`src/rtl/hsi_frame_receiver.sv`:
```
// hsi_frame_receiver
//   Capture stage for the HSI serial link. Synchronises HSCK/HSDATA into the
//   system clock domain, shifts in MSB-first frames, checks bit count and pad
//   bit, and hands each 16-bit payload to a valid/ready output register.
//   Also keeps a good-frame counter and sticky error flags.
//
// Ports
//   clock        system clock (HSCK period must be >= 2 clocks)
//   reset        asynchronous, active-high
//   enable       1 = receive, 0 = abort any frame and return to IDLE
//   hsck_pol     1 = HSCK is inverted on the wire
//   HSCK/HSDATA  serial clock and data (data changes on HSCK rising edge)
//   data_out     received payload
//   data_valid   data_out holds an unconsumed word
//   data_ready   consumer accepts when data_valid & data_ready
//   frame_count  good frames received (wraps)
//   frame_err    sticky: bad bit count or pad bit set
//   overflow     sticky: good frame dropped because output was full
//   clear_flags  pulse clears frame_err, overflow, frame_count
//   busy         1 while the receiver is not IDLE
module hsi_frame_receiver #(
  parameter int FRAME_BITS  = 17,
  parameter int DATA_WIDTH  = 16,
  parameter int SYNC_STAGES = 2,
  parameter int GAP_CYCLES  = 6
) (
  input  logic                  clock,
  input  logic                  reset,
  input  logic                  enable,
  input  logic                  hsck_pol,
  input  logic                  HSCK,
  input  logic                  HSDATA,
  output logic [DATA_WIDTH-1:0] data_out,
  output logic                  data_valid,
  input  logic                  data_ready,
  output logic [15:0]           frame_count,
  output logic                  frame_err,
  output logic                  overflow,
  input  logic                  clear_flags,
  output logic                  busy
);

  localparam int BW = $clog2(FRAME_BITS + 2);
  localparam int GW = $clog2(GAP_CYCLES + 1);

  typedef enum logic [1:0] {IDLE, SHIFT, CHECK} state_t;

  state_t                  r_state;
  state_t                  w_next;
  logic [SYNC_STAGES-1:0]  r_sck_sync;
  logic [SYNC_STAGES:0]    r_dat_sync;   // one stage longer: bit sampled before HSCK rose
  logic                    r_sck_d;
  logic [FRAME_BITS-1:0]   r_shreg;
  logic [BW-1:0]           r_bit_cnt;
  logic [GW-1:0]           r_gap_cnt;

  logic w_sck_s;
  logic w_bit;
  logic w_rise;
  logic w_shift;
  logic w_gap_inc;
  logic w_clr;
  logic w_frame_ok;
  logic w_good;
  logic w_bad;
  logic w_accept;
  logic w_load;

  assign w_sck_s  = r_sck_sync[SYNC_STAGES-1];
  assign w_bit    = r_dat_sync[SYNC_STAGES];
  assign w_rise   = w_sck_s & ~r_sck_d;
  assign w_accept = data_valid & data_ready;
  assign w_load   = w_good & (~data_valid | w_accept);

  // Synchronisers and edge-detect delay.
  // NOTE: sequential state uses non-blocking assignments so every flop samples
  // pre-edge values; the async reset sits in the sensitivity list.
  always_ff @(posedge clock or posedge reset) begin
    if (reset) begin
      r_sck_sync <= '0;
      r_dat_sync <= '0;
      r_sck_d    <= 1'b0;
    end else begin
      r_sck_sync <= {r_sck_sync[SYNC_STAGES-2:0], HSCK ^ hsck_pol};
      r_dat_sync <= {r_dat_sync[SYNC_STAGES-1:0], HSDATA};
      r_sck_d    <= w_sck_s;
    end
  end

  // FSM state register
  always_ff @(posedge clock or posedge reset) begin
    if (reset) r_state <= IDLE;
    else       r_state <= w_next;
  end

  // FSM next-state logic
  // NOTE: every combinational output gets a default first so no latch is inferred.
  always_comb begin
    w_next = r_state;
    if (!enable) begin
      w_next = IDLE;
    end else begin
      case (r_state)
        IDLE:    if (w_rise) w_next = SHIFT;
        SHIFT:   if (!w_rise && r_gap_cnt == GW'(GAP_CYCLES - 1)) w_next = CHECK;
        CHECK:   w_next = IDLE;
        default: w_next = IDLE;
      endcase
    end
  end

  // FSM outputs and datapath controls
  always_comb begin
    w_shift    = 1'b0;
    w_gap_inc  = 1'b0;
    w_clr      = 1'b0;
    w_good     = 1'b0;
    w_bad      = 1'b0;
    busy       = (r_state != IDLE);
    w_frame_ok = (r_bit_cnt == BW'(FRAME_BITS)) && !r_shreg[FRAME_BITS-1];
    if (!enable) begin
      // abort silently: partial frame is discarded without a flag
      w_clr = 1'b0 | 1'b1;
    end else begin
      case (r_state)
        IDLE:  w_shift = w_rise;
        SHIFT: begin
          w_shift   = w_rise;
          w_gap_inc = ~w_rise;
        end
        CHECK: begin
          w_clr  = 1'b1;
          w_good = w_frame_ok;
          w_bad  = ~w_frame_ok;
        end
        default: w_clr = 1'b1;
      endcase
    end
  end

  // Shift register, bit counter and gap counter
  always_ff @(posedge clock or posedge reset) begin
    if (reset) begin
      r_shreg   <= '0;
      r_bit_cnt <= '0;
      r_gap_cnt <= '0;
    end else if (w_clr) begin
      r_shreg   <= '0;
      r_bit_cnt <= '0;
      r_gap_cnt <= '0;
    end else if (w_shift) begin
      r_shreg   <= {r_shreg[FRAME_BITS-2:0], w_bit};
      r_gap_cnt <= '0;
      // saturate one past a legal frame so overlong frames can never alias
      if (r_state == IDLE)                         r_bit_cnt <= BW'(1);
      else if (r_bit_cnt != BW'(FRAME_BITS + 1))   r_bit_cnt <= r_bit_cnt + 1'b1;
    end else if (w_gap_inc) begin
      r_gap_cnt <= r_gap_cnt + 1'b1;
    end
  end

  // Output register, counter and sticky flags (a set event beats clear_flags)
  always_ff @(posedge clock or posedge reset) begin
    if (reset) begin
      data_out    <= '0;
      data_valid  <= 1'b0;
      frame_count <= '0;
      frame_err   <= 1'b0;
      overflow    <= 1'b0;
    end else begin
      if (w_load) begin
        data_out   <= r_shreg[DATA_WIDTH-1:0];
        data_valid <= 1'b1;
      end else if (w_accept) begin
        data_valid <= 1'b0;
      end

      if (clear_flags) frame_count <= w_good ? 16'd1 : 16'd0;
      else if (w_good) frame_count <= frame_count + 16'd1;

      if (w_bad)            frame_err <= 1'b1;
      else if (clear_flags) frame_err <= 1'b0;

      if (w_good && !w_load) overflow <= 1'b1;
      else if (clear_flags)  overflow <= 1'b0;
    end
  end

endmodule

```
`config.mk`:
```
export PLATFORM = sky130hd
export DESIGN_NAME = hsi_frame_receiver
export DESIGN_NICKNAME = d
export VERILOG_FILES = /design/src/rtl/hsi_frame_receiver.sv
export SDC_FILE = /design/constraint.sdc
export NUM_CORES = 1
export LEC_CHECK = 0
export CAP_MARGIN = 20
export CORE_UTILIZATION = 50
export CTS_CLUSTER_SIZE = 25
export DETAILED_ROUTE_END_ITERATION = 16
export MAX_ROUTING_LAYER = met4
export PLACE_DENSITY = 0.74
export SETUP_SLACK_MARGIN = 0.5
export SYNTH_ARGS = -nofsm -noshare
export SYNTH_HDL_FRONTEND = slang
export SYNTH_SLANG_ARGS = --single-unit
```
`constraint.sdc`:
```
create_clock -name clock -period 5.58 [get_ports clock]
set_clock_uncertainty 0.1 [all_clocks]
set_input_delay 0.558 -clock clock [delete_from_list [all_inputs] [get_ports clock]]
set_output_delay 0.558 -clock clock [all_outputs]
set_load 0.03 [all_outputs]
```
; ---- Word-level counts from Yosys, hierarchy flattened
; Index checks and enable logic that the tools add are counted.
[totals]
word_cells = 80
ff_bits = 68
in_bits = 8
[op_classes]
bitwise = 9
reduce_logical = 18
n_eq_ne = 7
addsub = 3
muxes = 31
[ops]
columns = operator, n
row1 = $mux 17, 2
row2 = $mux 16, 2
row3 = $mux 5, 4
row4 = $add 16x1->16 const B, 1
row5 = $mux 1, 16
row6 = $reduce_bool 2->1, 6
row7 = $mux 3, 3
row8 = $mux 2, 3
row9 = $ne 3x3->1 const B, 2
row10 = $reduce_bool 3->1, 2
row11 = $add 5x1->5 const B, 1
row12 = $eq 5x5->1 const B, 1
row13 = $ne 5x5->1 const B, 1
row14 = $not 1->1, 4
row15 = $pmux 2 s2, 1
row16 = $reduce_and 2->1, 2
row17 = $add 3x1->3 const B, 1
row18 = $and 1x1->1, 3
row19 = $eq 3x3->1 const B, 1
row20 = $logic_and 1x1->1, 3
row21 = $logic_not 1->1, 3
row22 = $eq 2x1->1 const B, 1
row23 = $eq 2x2->1 const B, 1
row24 = $logic_not 2->1, 1
row25 = other kinds (3), 3

; ---- Longest topological paths before layout
; Gate-level depths: netlist (run 1).
[logic_depth]
word_depth = 8
ltp_mapped = 10
mapped_depth_nobuf = 6

; ---- Worst setup path before layout (run 1)
; Ideal clock, no wire load.
[synth_timing]
path_type = flip-flop to flip-flop
start = register r_bit_cnt[1]
end = register data_out[10]
path_buffers = 4
t_required_ns = 5.352
path_stages_with_launch = 11
slack_ns = 3.051
arrival_ns = 2.302
setup_ns = 0.128
path_cell_list = dfrtp_1 > inv_1 > ha_1 > or3b_1 > buf_2 > or3_1 > buf_2 > nand2b_1 > buf_2 > buf_2 > mux2_1
[synth_between]
elab_chain_cells = 5
[synth_lines]
columns = element, line_no
row1 = start: declaration, 54  ; logic [BW-1:0] r_bit_cnt;
row2 = start signal: assignment, 156  ; else if (r_bit_cnt != BW'(FRAME_BITS + 1)) r_bit_cnt <= r_bit_cnt + 1'b1;
row3 = $eq 5x5->1, 120  ; w_frame_ok = (r_bit_cnt == BW'(FRAME_BITS)) && !r_shreg[FRAME_BITS-1];
row4 = $logic_and 1x1->1, 120
row5 = $mux 1, 125  ; case (r_state)
row6 = $mux 1, 121  ; if (!enable) begin
row7 = $and 1x1->1, 73  ; assign w_load = w_good & (~data_valid | w_accept);
row8 = end signal: assignment, 172  ; data_out <= r_shreg[DATA_WIDTH-1:0];
row9 = end: declaration, 33  ; output logic [DATA_WIDTH-1:0] data_out,
; No other way between the ends.
; A chain may end at the register's enable or synchronous reset.

; ---- Worst setup path in the final report (run 1)
[layout_timing]
start = register r_bit_cnt[1]
end = register data_out[3]
; The elaborated chain is that of the path after synthesis.

==> results of run 1 <==
-- cell type report --
type,instances,area (um2)
clock inverter,2,35.03
clock buffer,13,148.9
inverter,9,33.78
timing repair buffer,45,445.4
tap,72,90.09
sequential,68,1702
fill,440,1997
multi-input combinational,152,1089
-- metal layers --
| metal | wire length (um) | up-vias | GRT usage (%) |
|---|---|---|---|
| met3 | 223 | 12 | 5.412 |
| met2 | 2490 | 44 | 29.03 |
| li1 | - | 958 | - |
| met4 | 88 | 0 | 8.889 |
| met5 | 0 | - | - |
| met1 | 2572 | 993 | 29.26 |
-- synth_stat cells, drive strengths merged --
library cell and count:
a211oi 2, a21oi 12, a22o 17, a31oi 1
and2 1, and3 2, and4bb 1, buf 6
clkbuf 6, dfrtp 68, dlygate4sd1 1, ha 6
inv 9, mux2 17, mux2i 1, nand2 8
nand2b 3, nand3 10, nand3b 2, nand4 3
nand4b 2, nor2 13, nor2b 5, nor4 4
o21ai 10, o22ai 2, o31ai 5, o32ai 1
or2 2, or2b 1, or3 6, or3b 1
or4 5, xnor2 7, xor2 2
-- worst min path at each step --
stage	slack, ns	startpoint	depth (start not counted)	end
after floorplan	0.23	r_dat_sync[0]$_DFF_PP0_	0	r_dat_sync[1]$_DFF_PP0_
after global placement	0.23	r_dat_sync[1]$_DFF_PP0_	0	r_dat_sync[2]$_DFF_PP0_
after detailed placement	0.24	r_sck_sync[0]$_DFF_PP0_	0	r_sck_sync[1]$_DFF_PP0_
after CTS	0.26	r_sck_sync[0]$_DFF_PP0_	0	r_sck_sync[1]$_DFF_PP0_
after global routing	0.27	r_dat_sync[0]$_DFF_PP0_	0	r_dat_sync[1]$_DFF_PP0_
final	0.26	r_sck_sync[0]$_DFF_PP0_	0	r_sck_sync[1]$_DFF_PP0_
-- worst max-delay path, stage by stage, from the launching register on --
cell and delay [ns]:
dfrtp_1 0.42, inv_1 0.09, ha_1 0.14, or3b_1 0.46, or3_1 0.48, nand2b_1 0.57, mux2_1 0.50
-- stage by stage --
stage	util [%]	power, mW
CTS	63.96	0.9535
global route	63.96	0.9858
global placement	60.64	0.5691
finish	63.96	0.9440
floorplan	-	0.5544
detailed placement	60.64	0.5710
-- power by group --
group	switching, mW	internal, mW	total, mW	leakage, nW
Sequential	0.00872	0.501	0.510	0.931
Combinational	0.0340	0.0180	0.0520	0.557
Clock	0.166	0.216	0.382	0.0935
Total	0.209	0.735	0.944	1.58
-- registers in the layout, summed over array words and instances (netlist names) --
register / cells
r_shreg: 17
data_out: 16
frame_count: 16
r_bit_cnt: 5
r_dat_sync: 3
r_gap_cnt: 3
r_sck_sync: 2
r_state: 2
data_valid: 1
frame_err: 1
overflow: 1
r_sck_d: 1
-- cells by family after synthesis --
family,after synthesis,synth area share [%]
simple gates,69,13.65
flops,68,58.93
compound gates,50,11.74
buf+inv,22,3.379
mux,18,6.976
xor+xnor,9,2.730
fa+ha+maj,6,2.600
==> flow_metrics.env, run 1 <==
export IMPL_outcome="complete, no violations"
export IMPL_antennaDiodeCount=0
export IMPL_cp_max_fo=16
export IMPL_max_slew_margin_pct=44.70
export IMPL_place_congestion=0.8141
export IMPL_holdWs_ns=0.2558
export IMPL_clock_path_buffers=2
export IMPL_postSynthCellCount=242
export IMPL_ys_warn_count=0
export IMPL_syn_area_um2=2888
export IMPL_numPortBuffers=43
export IMPL_die_y_um=78.00
export IMPL_die_area_um2=6083
export IMPL_slew_violations=0
export IMPL_fmax_mhz=344.8
export IMPL_critPathKind="flop to flop"
export IMPL_cts_made_buffers=9
export IMPL_maxCapViolCount=0
export IMPL_cp_end_kind="flop"
export IMPL_syn_mean_instance_area_um2=11.93
export IMPL_post_dp_hpwl_mm=3.457
export IMPL_ys_seq_elements=68
export IMPL_layoutNonFillerInstCount=361
export IMPL_clkTransAtPathRegs_ns=0.07
export IMPL_ctsHoldBuffers=0
export IMPL_final_common_cell="dfrtp_1"
export IMPL_yosys_area_top_type="dfrtp_1"
export IMPL_via_count=2007
export IMPL_ff2ff_setup_slack_ns=2.68
export IMPL_dp_slack_ns=2.545
export IMPL_ctsHtreeMaxLevel=3
export IMPL_cts_sinks=68
export IMPL_io_pins=44
export IMPL_clock_latency_ns=0.34
export IMPL_post_cts_resized=0
export IMPL_overflow=0
export IMPL_ant_nets=0
export IMPL_cts_tree="built"
export IMPL_synth_area_leaders="dfrtp_1 (59%), mux2_1 (6.2%), a22o_1 (5.2%)"
export IMPL_drc=0
export IMPL_period_share_pct=51.98
export IMPL_timing_rr_end="data_out[3]$_DFFE_PP0P_"
export IMPL_antenna_found_initial=0
export IMPL_dr_pass1_iters=4
export IMPL_crit_arrival_ns=3.01
export IMPL_ir_worst_vdd_mv=0.1780
export IMPL_post_drt_wl_per_cell_um=14.89
export IMPL_dp_cells=346
export IMPL_setup_slack_ns=2.680
export IMPL_startpoint="r_bit_cnt[1]$_DFFE_PP0P_"
export IMPL_track_usage_pct=20.93
export IMPL_syn_nets=256
export IMPL_vias_per_cell=5.560
export IMPL_fin_nets=299
export IMPL_final_area_um2=3543
export IMPL_synth_top_area_share_pct=58.93
export IMPL_worstRegToRegCells=6
export IMPL_drive_gt1_share_pct=6.920
export IMPL_grt_pass1_wl_mm=9.459
export IMPL_ys_seq_area_share_pct=58.93
export IMPL_final_hold_violation_count=0
export IMPL_cts_setup_buffers=0
export IMPL_num_rows=27
export IMPL_cp_required_ns=5.69
export IMPL_synth_cell_types=37
export IMPL_core_area_um2=5540
export IMPL_initialDrtViolationCount=209
export IMPL_grt_pass1_vias=1975
export IMPL_mostFrequentLayoutCells="dfrtp_1 (68), clkdlybuf4s50_1 (43), a22o_1 (17)"
export IMPL_post_dp_cell_area_um2=3359
export IMPL_fin_setup_tns_ns=0
export IMPL_start_kind="flop"
export IMPL_clockRootBuffer="clkbuf_8"
export IMPL_setup_viol=0
export IMPL_worst_pin_slew_ns=0.8295
export IMPL_power_density_nw_per_um2=266.4
export IMPL_rr_startpoint="r_bit_cnt[1]$_DFFE_PP0P_"
export IMPL_crit_path_end="data_out[3]$_DFFE_PP0P_"
export IMPL_rsz0062_at_grt="false"
export IMPL_syn2layout_area_growth_pct=22.70
export IMPL_p_leak_nw=1.582
export IMPL_initial_core_util_pct=52.12
export IMPL_min_path_type="flop to flop"
export IMPL_layout_min_cycle_time_ns=2.900
export IMPL_finalWirelength_mm=5.375
export IMPL_dieWidth_um=78.00
export IMPL_grt_max_degree=69
Note: power is estimated with default switching activity, not from simulation.
==> inputs of run 2 (changes only) <==
- clock period: 5.58 -> 2.9 ns (I/O delays scaled with it)
==> run 2 against run 1 <==
Routed wire length rose by 5.2%; register-to-register slack lost 2.1 ns; sequential share of layout area down 1.4 points; largest cell class unchanged; largest power group unchanged; clock power rose by 110%; critical endpoint is now frame_count[15]$_DFFE_PP0P_; non-clock buffer count increased by 5.
==> flow_metrics.env, run 2 (synthesis results as in run 1) <==
export IMPL_crit_family="simple AND/OR/NAND/NOR gates"
export IMPL_layout_min_cycle_time_ns=2.358
export IMPL_finalWirelength_mm=5.655
export IMPL_clock_latency_ns=0.34
export IMPL_dieWidth_um=78.00
export IMPL_grt_max_degree=32
export IMPL_clock_path_buffers=2
export IMPL_maxCapViolCount=0
export IMPL_drc=0
export IMPL_dr_pass1_iters=4
export IMPL_place_congestion=0.7423
export IMPL_crit_chain="inv_1, ha_1, or3b_4, or4_4, or4_1, a21oi_1"
export IMPL_cp_max_fo=8
export IMPL_cp_required_ns=3.08
export IMPL_grt_pass1_wl_mm=9.508
export IMPL_drive_gt1_share_pct=12.50
export IMPL_fillCellCount=453
export IMPL_cts_sinks=68
export IMPL_p_leak_nw=1.640
export IMPL_core_area_um2=5540
export IMPL_io_pins=44
export IMPL_num_rows=27
export IMPL_die_y_um=78.00
export IMPL_post_dp_hpwl_mm=3.763
export IMPL_final_hold_violation_count=0
export IMPL_syn2layout_area_growth_pct=26.26
export IMPL_initial_core_util_pct=52.12
export IMPL_clkTransAtPathRegs_ns=0.08
export IMPL_setup_viol=0
export IMPL_ctsHtreeMaxLevel=3
export IMPL_ir_worst_vdd_mv=0.3751
export IMPL_rr_startpoint="r_bit_cnt[1]$_DFFE_PP0P_"
export IMPL_fin_setup_tns_ns=0
export IMPL_mostFrequentLayoutCells="dfrtp_1 (68), clkdlybuf4s50_1 (43), a22o_1 (17)"
export IMPL_crit_buf_inv=1
export IMPL_antennaDiodeCount=0
export IMPL_final_common_cell="dfrtp_1"
export IMPL_dr_wl_met2_mm=2.720
export IMPL_fin_nets=305
export IMPL_min_path_type="input port to asynchronous set/reset pin"
export IMPL_numPortBuffers=43
export IMPL_rsz0062_at_grt="true"
export IMPL_initialDrtViolationCount=128
export IMPL_period_share_pct=81.33
export IMPL_clockRootBuffer="clkbuf_8"
export IMPL_post_drt_wl_per_cell_um=15.37
export IMPL_cp_end_kind="flop"
export IMPL_timing_rr_end="frame_count[15]$_DFFE_PP0P_"
export IMPL_antenna_found_initial=0
export IMPL_via_count=2034
export IMPL_worstRegToRegCells=6
export IMPL_largest_register="r_shreg"
export IMPL_track_usage_pct=21.27
export IMPL_power_mw=1.884
export IMPL_overflow=0
export IMPL_worst_pin_slew_ns=0.4282
export IMPL_cts_made_buffers=9
export IMPL_grt_pass1_vias=1980
export IMPL_ff2ff_setup_slack_ns=0.54
export IMPL_drt_met1_wl_mm=2.631
export IMPL_slowest_stage="or4_4"
export IMPL_die_area_um2=6083
export IMPL_slew_violations=0
export IMPL_critPathKind="flop to flop"
export IMPL_ctsHoldBuffers=0
export IMPL_wl_met3_um=216
export IMPL_ant_nets=0
export IMPL_power_density_nw_per_um2=516.8
export IMPL_max_slew_margin_pct=71.19
export IMPL_start_kind="flop"
export IMPL_fmax_mhz=424.0
export IMPL_crit_arrival_ns=2.54
export IMPL_largest_reg_flops=17
export IMPL_highest_layer="met4"
export IMPL_crit_path_max_incr_delay_ns=0.56
export IMPL_cts_tree="built"
export IMPL_top_regs="r_shreg: 17 flops, data_out: 16 flops, frame_count: 16 flops"
export IMPL_vias_per_cell=5.527
export IMPL_outcome="complete, no violations"
-- run 2: cell count changes in the layout (fill, tap and decap cells not counted), moves of 2 or more --
| cell | change |
|---|---|
| or3_4 | +2 |
| clkinvlp_4 | +2 |
| clkbuf_1 | -3 |
| buf_4 | +5 |
| inv_6 | +4 |
| nand2b_4 | +2 |
| or4_1 | -2 |
| or4_4 | +2 |
| or3_1 | -2 |
-- run 2: how the worst max path moves through the flow --
stage	from	endpoint	slack, ns	depth (start not counted)
floorplan	r_bit_cnt[1]$_DFFE_PP0P_	data_out[10]$_DFFE_PP0P_	0.45	10
global placement	r_bit_cnt[1]$_DFFE_PP0P_	frame_count[12]$_DFFE_PP0P_	0.45	6
detailed placement	r_bit_cnt[1]$_DFFE_PP0P_	frame_count[12]$_DFFE_PP0P_	0.35	6
CTS	r_bit_cnt[1]$_DFFE_PP0P_	frame_count[15]$_DFFE_PP0P_	0.52	6
global route	r_bit_cnt[1]$_DFFE_PP0P_	frame_count[15]$_DFFE_PP0P_	0.43	6
finish	r_bit_cnt[1]$_DFFE_PP0P_	frame_count[15]$_DFFE_PP0P_	0.54	6
-- run 2: cell type report --
class	instances	area, um2	share of cell area (%)
clock buffer	9	123.9	3.397
clock inverter	7	80.08	2.196
inverter	9	33.78	0.9266
multi-input combinational	153	1134	31.09
sequential	68	1702	46.67
tap	72	90.09	2.471
timing repair buffer	50	483.0	13.25
-- run 2: power breakdown --
part | switching [mW] | internal, mW
sequential | 0.0165 | 0.963
combinational | 0.0688 | 0.0416
clock | 0.386 | 0.409
total | 0.471 | 1.41
-- run 2: per-stage QoR --
stage               cells  setup slack [ns]  instance area, um2  hold slack [ns]  util (%)
floorplan             242            0.4503                2932           0.2214         -
global placement      349            0.4469                3393           0.2335     61.25
detailed placement    349            0.3485                3393           0.2418     61.25
CTS                   365            0.5200                3608           0.1729     65.13
global route          368            0.4325                3646           0.1838     65.81
finish                368            0.5416                3646           0.1624     65.81
-- run 2: worst register-to-register path: stages (launching register included) --
cell and delay (ns):
dfrtp_1 0.41, inv_1 0.09, ha_1 0.15, or3b_4 0.43
or4_4 0.56, or4_1 0.43, a21oi_1 0.13
-- run 2: routing by layer --
metal / track usage, % / vias to the layer above
met1: 27.79 / 1013
li1: - / 966
met2: 31.86 / 45
met3: 5.882 / 10
met5: - / -
met4: 7.963 / 0
-- run 2: timing repair --
| action | 4_1_cts | 5_1_grt |
|---|---|---|
| setup buffers | 0 | 2 |
| pin swaps | 1 | 1 |
| setup endpoints to repair | 23 | 20 |
| gates resized for setup | 3 | 3 |
| gates cloned | 0 | 1 |
